$ cat src/rtl/decode_ctrl_seq.sv
// Decode-stage opcode/modrm control: one instruction in, registered uop(s) out; 1-cycle latency.
// Output register stalls while out_valid & !out_ready; XCHG may expand into two uops via the sequencer.
module decode_ctrl_seq #(
    parameter int REG_W       = 5,
    parameter int ALU_W       = 4,
    parameter int EXPAND_XCHG = 1,
    parameter int UOP_IDX_W   = 1
) (
    input  logic                 clk,
    input  logic                 reset,
    input  logic                 flush,
    input  logic                 in_valid,
    output logic                 in_ready,
    input  logic                 in_sizeov,
    input  logic [15:0]          in_opcode,
    input  logic [7:0]           in_modrm,
    output logic                 out_valid,
    input  logic                 out_ready,
    output logic                 out_setd,
    output logic                 out_cleard,
    output logic [2:0]           out_size,
    output logic [2:0]           out_op0_type,
    output logic [2:0]           out_op1_type,
    output logic [REG_W-1:0]     out_op0_reg,
    output logic [REG_W-1:0]     out_op1_reg,
    output logic [ALU_W-1:0]     out_alu_op,
    output logic                 out_flag_wr,
    output logic [1:0]           out_stack_op,
    output logic [UOP_IDX_W-1:0] out_uop_idx,
    output logic                 out_uop_last,
    output logic                 out_illegal
);

    localparam logic [2:0] T_NONE = 3'd0;
    localparam logic [2:0] T_REG  = 3'd1;
    localparam logic [2:0] T_MEM  = 3'd2;
    localparam logic [2:0] T_IMM  = 3'd3;
    localparam logic [2:0] T_STK  = 3'd4;

    localparam logic [ALU_W-1:0] ALU_MOV  = ALU_W'(8);
    localparam logic [ALU_W-1:0] ALU_XCHG = ALU_W'(9);
    localparam logic [ALU_W-1:0] ALU_NOP  = ALU_W'(15);

    typedef struct packed {
        logic                 setd;
        logic                 cleard;
        logic [2:0]           size;
        logic [2:0]           op0_type;
        logic [2:0]           op1_type;
        logic [REG_W-1:0]     op0_reg;
        logic [REG_W-1:0]     op1_reg;
        logic [ALU_W-1:0]     alu_op;
        logic                 flag_wr;
        logic [1:0]           stack_op;
        logic [UOP_IDX_W-1:0] uop_idx;
        logic                 uop_last;
        logic                 illegal;
    } uop_t;

    typedef enum logic {S_IDLE, S_EXP1} state_t;

    state_t r_state, w_state_nxt;
    uop_t   r_uop, r_uop1, w_dec, w_dec_u1;
    logic   r_out_vld, w_valid_nxt;
    logic   w_in_rdy, w_ld_dec, w_ld_u1, w_is_xchg;

    logic [7:0]       w_p;
    logic             w_w, w_d;
    logic [2:0]       w_size, w_stk_size;
    logic [1:0]       w_cls, w_stk_cls;
    logic [REG_W-1:0] w_reg_sel, w_rm_sel, w_acc_sel, w_op_reg_sel;
    logic [2:0]       w_rm_type;
    logic             w_unused;

    // The second opcode byte only matters behind 0x0F, which is decoded as illegal.
    assign w_unused = ^in_opcode[15:8];

    assign w_p          = in_opcode[7:0];
    assign w_w          = w_p[0];
    assign w_d          = w_p[1];
    assign w_size       = !w_w ? 3'b001 : (in_sizeov ? 3'b010 : 3'b100);
    assign w_cls        = !w_w ? 2'b00  : (in_sizeov ? 2'b01  : 2'b10);
    assign w_stk_size   = in_sizeov ? 3'b010 : 3'b100;
    assign w_stk_cls    = in_sizeov ? 2'b01  : 2'b10;
    assign w_reg_sel    = REG_W'({w_cls, in_modrm[5:3]});
    assign w_rm_sel     = REG_W'({w_cls, in_modrm[2:0]});
    assign w_acc_sel    = REG_W'({w_cls, 3'b000});
    assign w_op_reg_sel = REG_W'({w_stk_cls, w_p[2:0]});
    assign w_rm_type    = (in_modrm[7:6] == 2'b11) ? T_REG : T_MEM;

    always_comb begin
        w_dec          = '0;
        w_dec.alu_op   = ALU_NOP;
        w_dec.uop_last = 1'b1;
        w_is_xchg      = 1'b0;
        if (w_p <= 8'h3D && w_p[2:0] <= 3'd3) begin
            w_dec.size    = w_size;
            w_dec.alu_op  = ALU_W'(w_p[5:3]);
            w_dec.flag_wr = 1'b1;
            if (w_d) begin
                w_dec.op0_type = T_REG;     w_dec.op0_reg = w_reg_sel;
                w_dec.op1_type = w_rm_type; w_dec.op1_reg = w_rm_sel;
            end else begin
                w_dec.op0_type = w_rm_type; w_dec.op0_reg = w_rm_sel;
                w_dec.op1_type = T_REG;     w_dec.op1_reg = w_reg_sel;
            end
        end else if (w_p <= 8'h3D && w_p[2:1] == 2'b10) begin
            w_dec.size     = w_size;
            w_dec.alu_op   = ALU_W'(w_p[5:3]);
            w_dec.flag_wr  = 1'b1;
            w_dec.op0_type = T_REG;
            w_dec.op0_reg  = w_acc_sel;
            w_dec.op1_type = T_IMM;
        end else if (w_p == 8'h80 || w_p == 8'h81 || w_p == 8'h83) begin
            w_dec.size     = w_size;
            w_dec.alu_op   = ALU_W'(in_modrm[5:3]);
            w_dec.flag_wr  = 1'b1;
            w_dec.op0_type = w_rm_type;
            w_dec.op0_reg  = w_rm_sel;
            w_dec.op1_type = T_IMM;
        end else if (w_p[7:2] == 6'b100010) begin
            w_dec.size   = w_size;
            w_dec.alu_op = ALU_MOV;
            if (w_d) begin
                w_dec.op0_type = T_REG;     w_dec.op0_reg = w_reg_sel;
                w_dec.op1_type = w_rm_type; w_dec.op1_reg = w_rm_sel;
            end else begin
                w_dec.op0_type = w_rm_type; w_dec.op0_reg = w_rm_sel;
                w_dec.op1_type = T_REG;     w_dec.op1_reg = w_reg_sel;
            end
        end else if (w_p[7:1] == 7'b1000011) begin
            w_is_xchg      = 1'b1;
            w_dec.size     = w_size;
            w_dec.alu_op   = ALU_XCHG;
            w_dec.op0_type = T_REG;     w_dec.op0_reg = w_reg_sel;
            w_dec.op1_type = w_rm_type; w_dec.op1_reg = w_rm_sel;
            w_dec.uop_last = (EXPAND_XCHG == 0) ? 1'b1 : 1'b0;
        end else if (w_p[7:4] == 4'h5) begin
            // PUSH/POP are plain moves to/from the stack slot.
            w_dec.size   = w_stk_size;
            w_dec.alu_op = ALU_MOV;
            if (!w_p[3]) begin
                w_dec.stack_op = 2'b01;
                w_dec.op0_type = T_STK;
                w_dec.op1_type = T_REG; w_dec.op1_reg = w_op_reg_sel;
            end else begin
                w_dec.stack_op = 2'b10;
                w_dec.op0_type = T_REG; w_dec.op0_reg = w_op_reg_sel;
                w_dec.op1_type = T_STK;
            end
        end else if (w_p == 8'hFC) begin
            w_dec.cleard = 1'b1;
        end else if (w_p == 8'hFD) begin
            w_dec.setd = 1'b1;
        end else begin
            w_dec.illegal = 1'b1;
        end
    end

    always_comb begin
        w_dec_u1          = w_dec;
        w_dec_u1.op0_type = w_dec.op1_type;
        w_dec_u1.op0_reg  = w_dec.op1_reg;
        w_dec_u1.op1_type = w_dec.op0_type;
        w_dec_u1.op1_reg  = w_dec.op0_reg;
        w_dec_u1.uop_idx  = UOP_IDX_W'(1);
        w_dec_u1.uop_last = 1'b1;
    end

    always_comb begin
        w_state_nxt = r_state;
        w_valid_nxt = r_out_vld;
        w_in_rdy    = 1'b0;
        w_ld_dec    = 1'b0;
        w_ld_u1     = 1'b0;
        case (r_state)
            S_IDLE: begin
                w_in_rdy = !flush && (!r_out_vld || out_ready);
                if (in_valid && w_in_rdy) begin
                    w_ld_dec    = 1'b1;
                    w_valid_nxt = 1'b1;
                    if (w_is_xchg && EXPAND_XCHG != 0) w_state_nxt = S_EXP1;
                end else if (out_ready) begin
                    w_valid_nxt = 1'b0;
                end
            end
            S_EXP1: begin
                if (out_ready) begin
                    w_ld_u1     = 1'b1;
                    w_state_nxt = S_IDLE;
                end
            end
            default: w_state_nxt = S_IDLE;
        endcase
        // Flush wins over everything, including the pending second uop.
        if (flush) begin
            w_state_nxt = S_IDLE;
            w_valid_nxt = 1'b0;
            w_ld_dec    = 1'b0;
            w_ld_u1     = 1'b0;
        end
    end

    always_ff @(posedge clk) begin
        if (reset) r_state <= S_IDLE;
        else       r_state <= w_state_nxt;
    end

    always_ff @(posedge clk) begin
        if (reset) begin
            r_out_vld       <= 1'b0;
            r_uop           <= '0;
            r_uop.alu_op    <= ALU_NOP;
            r_uop.uop_last  <= 1'b1;
            r_uop1          <= '0;
        end else begin
            r_out_vld <= w_valid_nxt;
            if (w_ld_dec) begin
                r_uop  <= w_dec;
                r_uop1 <= w_dec_u1;
            end else if (w_ld_u1) begin
                r_uop <= r_uop1;
            end
        end
    end

    assign in_ready     = w_in_rdy;
    assign out_valid    = r_out_vld;
    assign out_setd     = r_uop.setd;
    assign out_cleard   = r_uop.cleard;
    assign out_size     = r_uop.size;
    assign out_op0_type = r_uop.op0_type;
    assign out_op1_type = r_uop.op1_type;
    assign out_op0_reg  = r_uop.op0_reg;
    assign out_op1_reg  = r_uop.op1_reg;
    assign out_alu_op   = r_uop.alu_op;
    assign out_flag_wr  = r_uop.flag_wr;
    assign out_stack_op = r_uop.stack_op;
    assign out_uop_idx  = r_uop.uop_idx;
    assign out_uop_last = r_uop.uop_last;
    assign out_illegal  = r_uop.illegal;

endmodule

$ cat config.mk
export PLATFORM = sky130hd
export DESIGN_NAME = decode_ctrl_seq
export DESIGN_NICKNAME = d
export VERILOG_FILES = /design/src/rtl/decode_ctrl_seq.sv
export SDC_FILE = /design/constraint.sdc
export NUM_CORES = 1
export LEC_CHECK = 0
export CORE_MARGIN = 1.5
export CORE_UTILIZATION = 40
export DETAILED_ROUTE_END_ITERATION = 16
export DONT_BUFFER_PORTS = 1
export SKIP_LAST_GASP = 1
export SYNTH_ARGS = -nofsm -noshare
export SYNTH_HDL_FRONTEND = slang
export SYNTH_SLANG_ARGS = --single-unit
$ cat constraint.sdc
create_clock -name clk -period 2.8 [get_ports clk]
set_input_delay 0.42 -clock clk [delete_from_list [all_inputs] [get_ports clk]]
set_output_delay 0.42 -clock clk [all_outputs]
set_load 0.01 [all_outputs]
# Word level (Yosys, flattened, before mapping)
# Index checks and enable logic that the tools add are counted.
# word_totals
ff_bits	63
in_bits	30
out_inout_bits	33
word_cells	119
# classes
order_cmp	2
n_eq_ne	10
n_mux	65
bitwise	1
n_reduce_logical	14
# ops
op	n
$mux W23	3
$mux W31	2
$eq A8 B8 Y1 const B	5
$mux W2	20
$mux W14	2
$mux W1	26
$mux W5	5
$mux W24	1
$mux W15	1
$le A8 B6 Y1 const B	1
$eq A7 B7 Y1 const B	1
$eq A6 B6 Y1 const B	1
$mux W3	2
$mux W6	1
$eq A2 B2 Y1 const B	2
$eq A4 B3 Y1 const B	1
$logic_and A1 B1 Y1	4
$mux W4	1
$reduce_bool A2 Y1	2
$reduce_or A2 Y1	2
$le A3 B2 Y1 const B	1
$logic_or A1 B1 Y1	3
$logic_not A1 Y1	2
$pmux W1 S2	1
2 further kinds	2

# Logic depth before layout (Yosys ltp)
# Gate-level depths: netlist of the first run.
# logic_depth
word_depth	10
depth_mapped	7
ltp_nobuf	5

# Worst setup path after synthesis of the first run
# No wires, ideal clock.
# synth_path
path_kind	input -> register
startpoint	input port in_opcode[4]
endpoint	register r_uop, in the netlist out_op1_reg[0]
t_arrival_ns	1.763
path_slack_ns	0.949
stages	6
path_cell_list	buf_6 or3b_4 a2111oi_4 a221o_1 a21oi_1 a311oi_2
# synth_between
elab_chain_cells	8
elab_cells_between_ends	18
cone_classes	order compare: 1; eq/ne: 6; mux: 7; reduce/logical: 4
# synth_lines
item	line	source
from (decl)	15	input logic [15:0] in_opcode,
$eq A4 B3 Y1	138	end else if (w_p[7:4] == 4'h5) begin
$mux W23	138	
$mux W23	131	end else if (w_p[7:1] == 7'b1000011) begin
$mux W23	121	end else if (w_p[7:2] == 6'b100010) begin
$mux W5	114	end else if (w_p == 8'h80 || w_p == 8'h81 || w_p == 8'h83) begin
$mux W5	107	end else if (w_p <= 8'h3D && w_p[2:1] == 2'b10) begin
$mux W24 (*)	96	if (w_p <= 8'h3D && w_p[2:0] <= 3'd3) begin
$mux W31 (*)	218	if (w_ld_dec) begin
to (signal assigned)	219	r_uop <= w_dec;
to (signal assigned)	222	r_uop <= r_uop1;
to (decl)	63	uop_t r_uop, r_uop1, w_dec, w_dec_u1;
# Every way passes the cells marked *; elsewhere a longest branch is shown, timed or not.
# A chain may end at the register's enable or synchronous reset.

# Worst setup path in the final report of the first run
# layout_path
startpoint	register r_state
endpoint	register r_uop, in the netlist out_alu_op[0]
# layout_between
elab_chain_cells	3
elab_cells_between_ends	6
cone_classes	mux: 5; reduce/logical: 1
# layout_lines
item	line	source
from (decl)	62	state_t r_state, w_state_nxt;
from (signal assigned)	206	else r_state <= w_state_nxt;
$mux W1	176	case (r_state)
$mux W1	196	if (flush) begin
$mux W31 or $reduce_bool A2 Y1 (tied branches)	-	
# Parallel ways exist; a longest one is shown, timed or not.

==> results of run 1 <==
[layout make-up]
type | instances | area share, %
multi-input combinational | 290 | 51.9
sequential | 61 | 37.1
clock buffer | 10 | 4.18
tap | 99 | 3.76
timing repair buffer | 7 | 1.98
inverter | 6 | 0.684
clock inverter | 3 | 0.456
[routing by layer]
metal  up-vias  wire (um)  GRT usage [%]  share of wire (%)
met3        17        596           5.64                7.1
met1      1291       3730           27.1                 44
li1       1371          -              -                  -
met4         0        176           8.20                2.1
met5         -          0              0                  0
met2        87       3940           34.5                 47
[cells in the final DEF (no fill, tap or decap), types with 3 or more instances in the layout]
master    count
a211oi_1      8
a21oi_1      32
a221oi_1      3
a311oi_1      5
a31oi_1       5
and3_1        5
buf_4         6
clkbuf_8     10
clkinv_2      3
dfxtp_1      61
inv_1         6
mux2i_1       8
nand2_1      62
nand2b_1      8
nand3_1      12
nor2_1       41
nor2b_1       3
nor3_1       11
o211ai_1      7
o21a_1        4
o21ai_0      18
o22ai_1       5
or3_1         6
[stage by stage]
stage | setup slack (ns) | util, %
finish | 0.732 | 44.9
CTS | 0.718 | 44.9
global route | 0.514 | 44.9
global placement | 0.705 | 42.8
detailed placement | 0.660 | 42.8
floorplan | 0.949 | -
[worst register-to-register path: cells and delay by family (launching register included)]
family | cells | cell delay [ns]
compound gates | 2 | 0.79
flops | 1 | 0.35
simple gates | 3 | 0.58
buf+inv | 1 | 0.28
[report_power, final]
group | total, uW | leakage (uW) | internal, uW | switching (uW)
sequential | 938 | 0.000498 | 907 | 31.7
clock | 634 | 0.0000836 | 325 | 309
combinational | 168 | 0.000610 | 72.2 | 96.0
[logic make-up (layout without fill, tap and decap cells)]
group           count (synthesis)  count (layout)  synth area share, %
flops                          61              61                 39.7
simple gates                  163             163                 26.3
compound gates                119             119                 26.7
mux                             8               8                 2.60
buf+inv                        33              26                 4.72
[worst min path at each step]
stage                                end  slack, ns        from  depth (start not counted)
final                            r_state       0.16       flush                          1
after CTS                 out_op1_reg[0]       0.14       reset                          1
after detailed placement      r_uop1[25]       0.44  r_uop1[25]                          2
after global routing      out_op1_reg[0]       0.15       reset                          1
after global placement        r_uop1[28]       0.43  r_uop1[28]                          2
after floorplan               r_uop1[28]       0.42  r_uop1[28]                          2
==> run_results.csv, run 1 <==
group,metric,value,unit
synthesis,ys_ff_latch,61,
clock_network,cts_resized,0,
worst_setup_path,path_depth,6,
die,num_rows,31,
layout,drive_gt1_share,7.69,%
worst_setup_path,crit_family,"compound AO/OA/AOI/OAI gates",
worst_setup_path,path_cells,"nor2_1 -> nand3_1 -> buf_12 -> a2111oi_0 -> a221oi_1 -> nand2b_1",
clock_network,clk_latency,0.33,ns
synthesis,syn_avg_cell_area,8.01,um2
timing,tightestPinTransition,0.851,ns
timing,slew_violations,0,
clock_network,cts_tree,"yes",
power_and_ir_drop,cellPowerDensity,529,mW/mm2
worst_setup_path,r2r-end,"out_alu_op[0]",
timing,holdWs,0.164,ns
routing,via_count,2766,
layout,largest_reg_flops,28,
die,ios,63,
synthesis,ys_types,60,
clock_network,h-tree-depth,3,
timing,fin_crit_sh,73.8,%
timing,fin_crit,2.07,ns
worst_setup_path,required,3.07,ns
timing,hold_viol,0,
worst_setup_path,worst-r2r-cell-count,6,
place,dp_cells,463,
synthesis,yosys_warnings,0,
clock_network,cts_hold_buf,0,
hold_path,hp-class,"input port to flip-flop",
synthesis,synth.largest_area_cell,"dfxtp_1",
power_and_ir_drop,power,1740,uW
routing,drtPass1Iterations,4,
worst_setup_path,crit_fanout,18,
worst_setup_path,setup.worst_path.end_class,"flip-flop",
layout,n_antenna_cell,0,
timing,max_freq,0.484,GHz
die,die_x,90.7,um
global_routing,antenna_found_initial,0,
worst_setup_path,crit_arrival,2.34,ns
synthesis,synth_edf_count,0,
worst_setup_path,r2r-start,"r_state",
job,maxCapViolations,0,
synthesis,synth_fp_nets,414,
clock_network,cts-root-buf,"clkbuf_8",
synthesis,synth_most_common_cell,"nand2_1",
worst_setup_path,critPathMaxStageDelay,0.68,ns
synthesis,ys.flop_type,"dfxtp_1",
global_routing,grt_pass1_wl,13900,um
clock_network,clk_pin_slew,0.06,ns
die,die-area,0.00822,mm2
worst_setup_path,critPathKind,"flip-flop to flip-flop",
run_status,status,"finished, final reports clean",
layout,fin_nets,405,
timing,fin_setup_tns,0,ns
power_and_ir_drop,leakage,0.00119,uW
clock_network,cts-buffers-inserted,9,
layout,register_area,0.00122,mm2
worst_setup_path,r2r_slack,0.73,ns
die,initial_core_util,41.9,%
global_routing,grt_max_degree,56,
synthesis,syn-instance-count,384,
timing,slew-limit-headroom,41.8,%
synthesis,async_flop_share,0,%
worst_setup_path,crit_buf_inv,1,
synthesis,synth_top_area_share,39.7,%
timing,rsz0062_at_grt,"false",
place,hpwl,5950,um
worst_setup_path,start_kind,"flip-flop",
layout,final_cells,476,
routing,routed_via_density,5.81,
synthesis,syn-cell-area,0.00307,mm2
routing,drt_iter0_drc,182,
clock_network,clockBufferDepth,2,
worst_setup_path,crit_slowest_cell,"a2111oi_0",
layout,n_fill_cell,729,
routing,wl,8440,um
routing,post_drt_wl_per_cell,17.7,um
routing,ant_nets,0,
timing,fin_skew,0.00690,ns
place,port_buffers,0,
worst_setup_path,worstSetupEndpoint,"out_alu_op[0]",
synthesis,seq_area_frac_synth,39.7,%
layout,fin_area,0.00329,mm2
clock_network,numClockSinks,61,
synthesis,synth_common_cells,"62 x nand2_1, 61 x dfxtp_1, 41 x nor2_1, 32 x a21oi_1, 18 x o21ai_0",
global_routing,grt_overflow,0,
worst_setup_path,crit_path_start,"r_state",
place,gp_congestion,0.953,
layout,multi_input_area,0.00171,mm2
die,core_area,0.00733,mm2
die,dieHeight,90.7,um
timing,setup_viol,0,
routing,drc_errors,0,
power_and_ir_drop,ir_drop,308,uV
clock_network,post-cts-setup-buffer-count,0,
place,place_area,0.00314,mm2
global_routing,grtUsageTotal,21.3,%
synthesis,synth.area.top_cells,"dfxtp_1 40%, nand2_1 7.6%, a21oi_1 5.2%, nor2_1 5.0%, o21ai_0 2.9%",
layout,syn2layout_area_growth,7.12,%
global_routing,grt_pass1_vias,2688,
Power figures use the tool's default switching activity.
==> inputs of run 2 (changes only) <==
clock period = 2.07 ns   (was 2.8 ns; I/O delays follow)
==> run_results.csv, run 2 (same netlist as run 1, synthesis figures left out) <==
group,metric,value,unit
layout,final_cells,480,
worst_setup_path,crit_slowest_cell,"nor3_2",
power_and_ir_drop,ir_drop,455,uV
layout,drive_gt1_share,8.66,%
place,gp_congestion,0.925,
routing,drt_iter0_drc,227,
die,num_rows,31,
power_and_ir_drop,cellPowerDensity,757,mW/mm2
worst_setup_path,crit_path_start,"r_state",
worst_setup_path,worst-r2r-cell-count,6,
timing,setup_viol,0,
worst_setup_path,start_kind,"flip-flop",
clock_network,clk_latency,0.34,ns
timing,max_freq,0.542,GHz
die,die-area,0.00822,mm2
worst_setup_path,crit_family,"simple AND/OR/NAND/NOR gates",
place,port_buffers,0,
clock_network,cts-buffers-inserted,9,
clock_network,cts_tree,"yes",
worst_setup_path,setup.worst_path.end_class,"flip-flop",
layout,largest_reg_flops,28,
place,dp_slack,0.166,ns
layout,final_cell_mix,"62 x nand2_1, 61 x dfxtp_1, 41 x nor2_1",
job,maxCapViolations,0,
global_routing,antenna_found_initial,0,
global_routing,use_met3,7.07,%
die,ios,63,
die,core_area,0.00733,mm2
die,dieHeight,90.7,um
worst_setup_path,path_cells,"nor2_1 -> nand3_1 -> buf_12 -> nor3_2 -> nand2_1 -> a211oi_1",
place,dp_cells,467,
routing,wl,8620,um
worst_setup_path,r2r_slack,0.22,ns
routing,via_count,2850,
worst_setup_path,crit_buf_inv,1,
clock_network,numClockSinks,61,
power_and_ir_drop,leakage,0.00123,uW
power_and_ir_drop,power,2540,uW
timing,tightestPinTransition,0.500,ns
die,die_x,90.7,um
timing,fin_crit,1.85,ns
layout,syn2layout_area_growth,9.20,%
routing,post_drt_wl_per_cell,17.9,um
global_routing,grt_max_degree,56,
global_routing,grt_pass1_vias,2637,
worst_setup_path,r2r-end,"out_stack_op[0]",
worst_setup_path,critPathMaxStageDelay,0.40,ns
layout,fin_nets,409,
routing,routed_via_density,5.94,
clock_network,clk_pin_slew,0.07,ns
clock_network,cts-root-buf,"clkbuf_8",
timing,rsz0062_at_grt,"false",
worst_setup_path,critPathKind,"flip-flop to flip-flop",
worst_setup_path,worstSetupEndpoint,"out_stack_op[0]",
worst_setup_path,required,2.31,ns
layout,layout_commonest_cell,"nand2_1",
hold_path,hp-class,"input port to flip-flop",
global_routing,grt.busiest_layer,"met2",
global_routing,grt_pass1_wl,14000,um
worst_setup_path,crit_arrival,2.09,ns
timing,slew-limit-headroom,66.4,%
worst_setup_path,path_depth,6,
timing,fin_crit_sh,89.2,%
global_routing,met1_usage,27.2,%
timing,setup_ws,0.224,ns
clock_network,cts_hold_buf,0,
layout,n_fill_cell,738,
clock_network,clockBufferDepth,2,
global_routing,grtUsageMet2,35.2,%
clock_network,post-cts-setup-buffer-count,0,
clock_network,h-tree-depth,3,
routing,drc_errors,0,
timing,slew_violations,0,
layout,n_antenna_cell,0,
global_routing,grt_overflow,0,
run_status,status,"finished, final reports clean",
clock_network,cts_resized,0,
routing,ant_nets,0,
timing,fin_skew,0.00716,ns
die,initial_core_util,41.9,%
global_routing,grtUsageTotal,21.9,%
worst_setup_path,crit_fanout,31,
timing,hold_viol,0,
routing,drtPass1Iterations,4,
worst_setup_path,r2r-start,"r_state",
place,hpwl,5950,um
timing,fin_setup_tns,0,ns
==> run 2: changes by cell type in the layout (fill, tap and decap cells not counted) <==
cell and change:
buf_4 +4, bufinv_16 +1, clkbuf_8 +1, clkinv_2 -2
==> run 2: worst reg2reg max path, stage by stage, from the launching register on <==
cell      delay, ns
dfxtp_1        0.35
nor2_1         0.16
nand3_1        0.14
buf_12         0.19
nor3_2         0.41
nand2_1        0.20
a211oi_1       0.29
==> run 2: worst min-delay path by stage <==
stage          startpoint   endpoint  cells past startpoint
5_1_grt             flush    r_state                      1
4_1_cts             flush  out_valid                      1
3_5_place_dp        reset  r_uop1[8]                      1
6_report            flush  out_valid                      1
2_1_floorplan       flush  out_valid                      1
3_3_place_gp        flush    r_state                      1
==> run 2: metal layers <==
metal  wire length [um]  share of wire [%]  vias up
li1                   -                  -     1382
met1               3730                 43     1361
met2               4120                 48       90
met3                574                6.7       17
met4                189                2.2        0
met5                  0                  0        -
==> run 2: final cells by class <==
class / instances / area, um2 / share of cell area, %
clock buffer: 11 / 151 / 4.51
clock inverter: 2 / 35.0 / 1.04
inverter: 6 / 22.5 / 0.671
multi-input combinational: 290 / 1710 / 50.9
sequential: 61 / 1220 / 36.4
tap: 99 / 124 / 3.69
timing repair buffer: 11 / 95.1 / 2.83
==> run 2: report_power, final <==
group	internal, uW	switching, uW	leakage, uW
clock	599	440	0.0000971
sequential	1230	42.9	0.000498
combinational	101	133	0.000631
==> run 2: through the flow <==
| stage | hold slack (ns) | instance area (um2) | util, % |
|---|---|---|---|
| 6_report | 0.0372 | 3360 | 45.8 |
| 3_5_place_dp | 0.392 | 3170 | 43.2 |
| 4_1_cts | 0.0273 | 3360 | 45.8 |
| 2_1_floorplan | 0.390 | 3070 | - |
| 5_1_grt | 0.0198 | 3360 | 45.8 |
| 3_3_place_gp | 0.390 | 3170 | 43.2 |
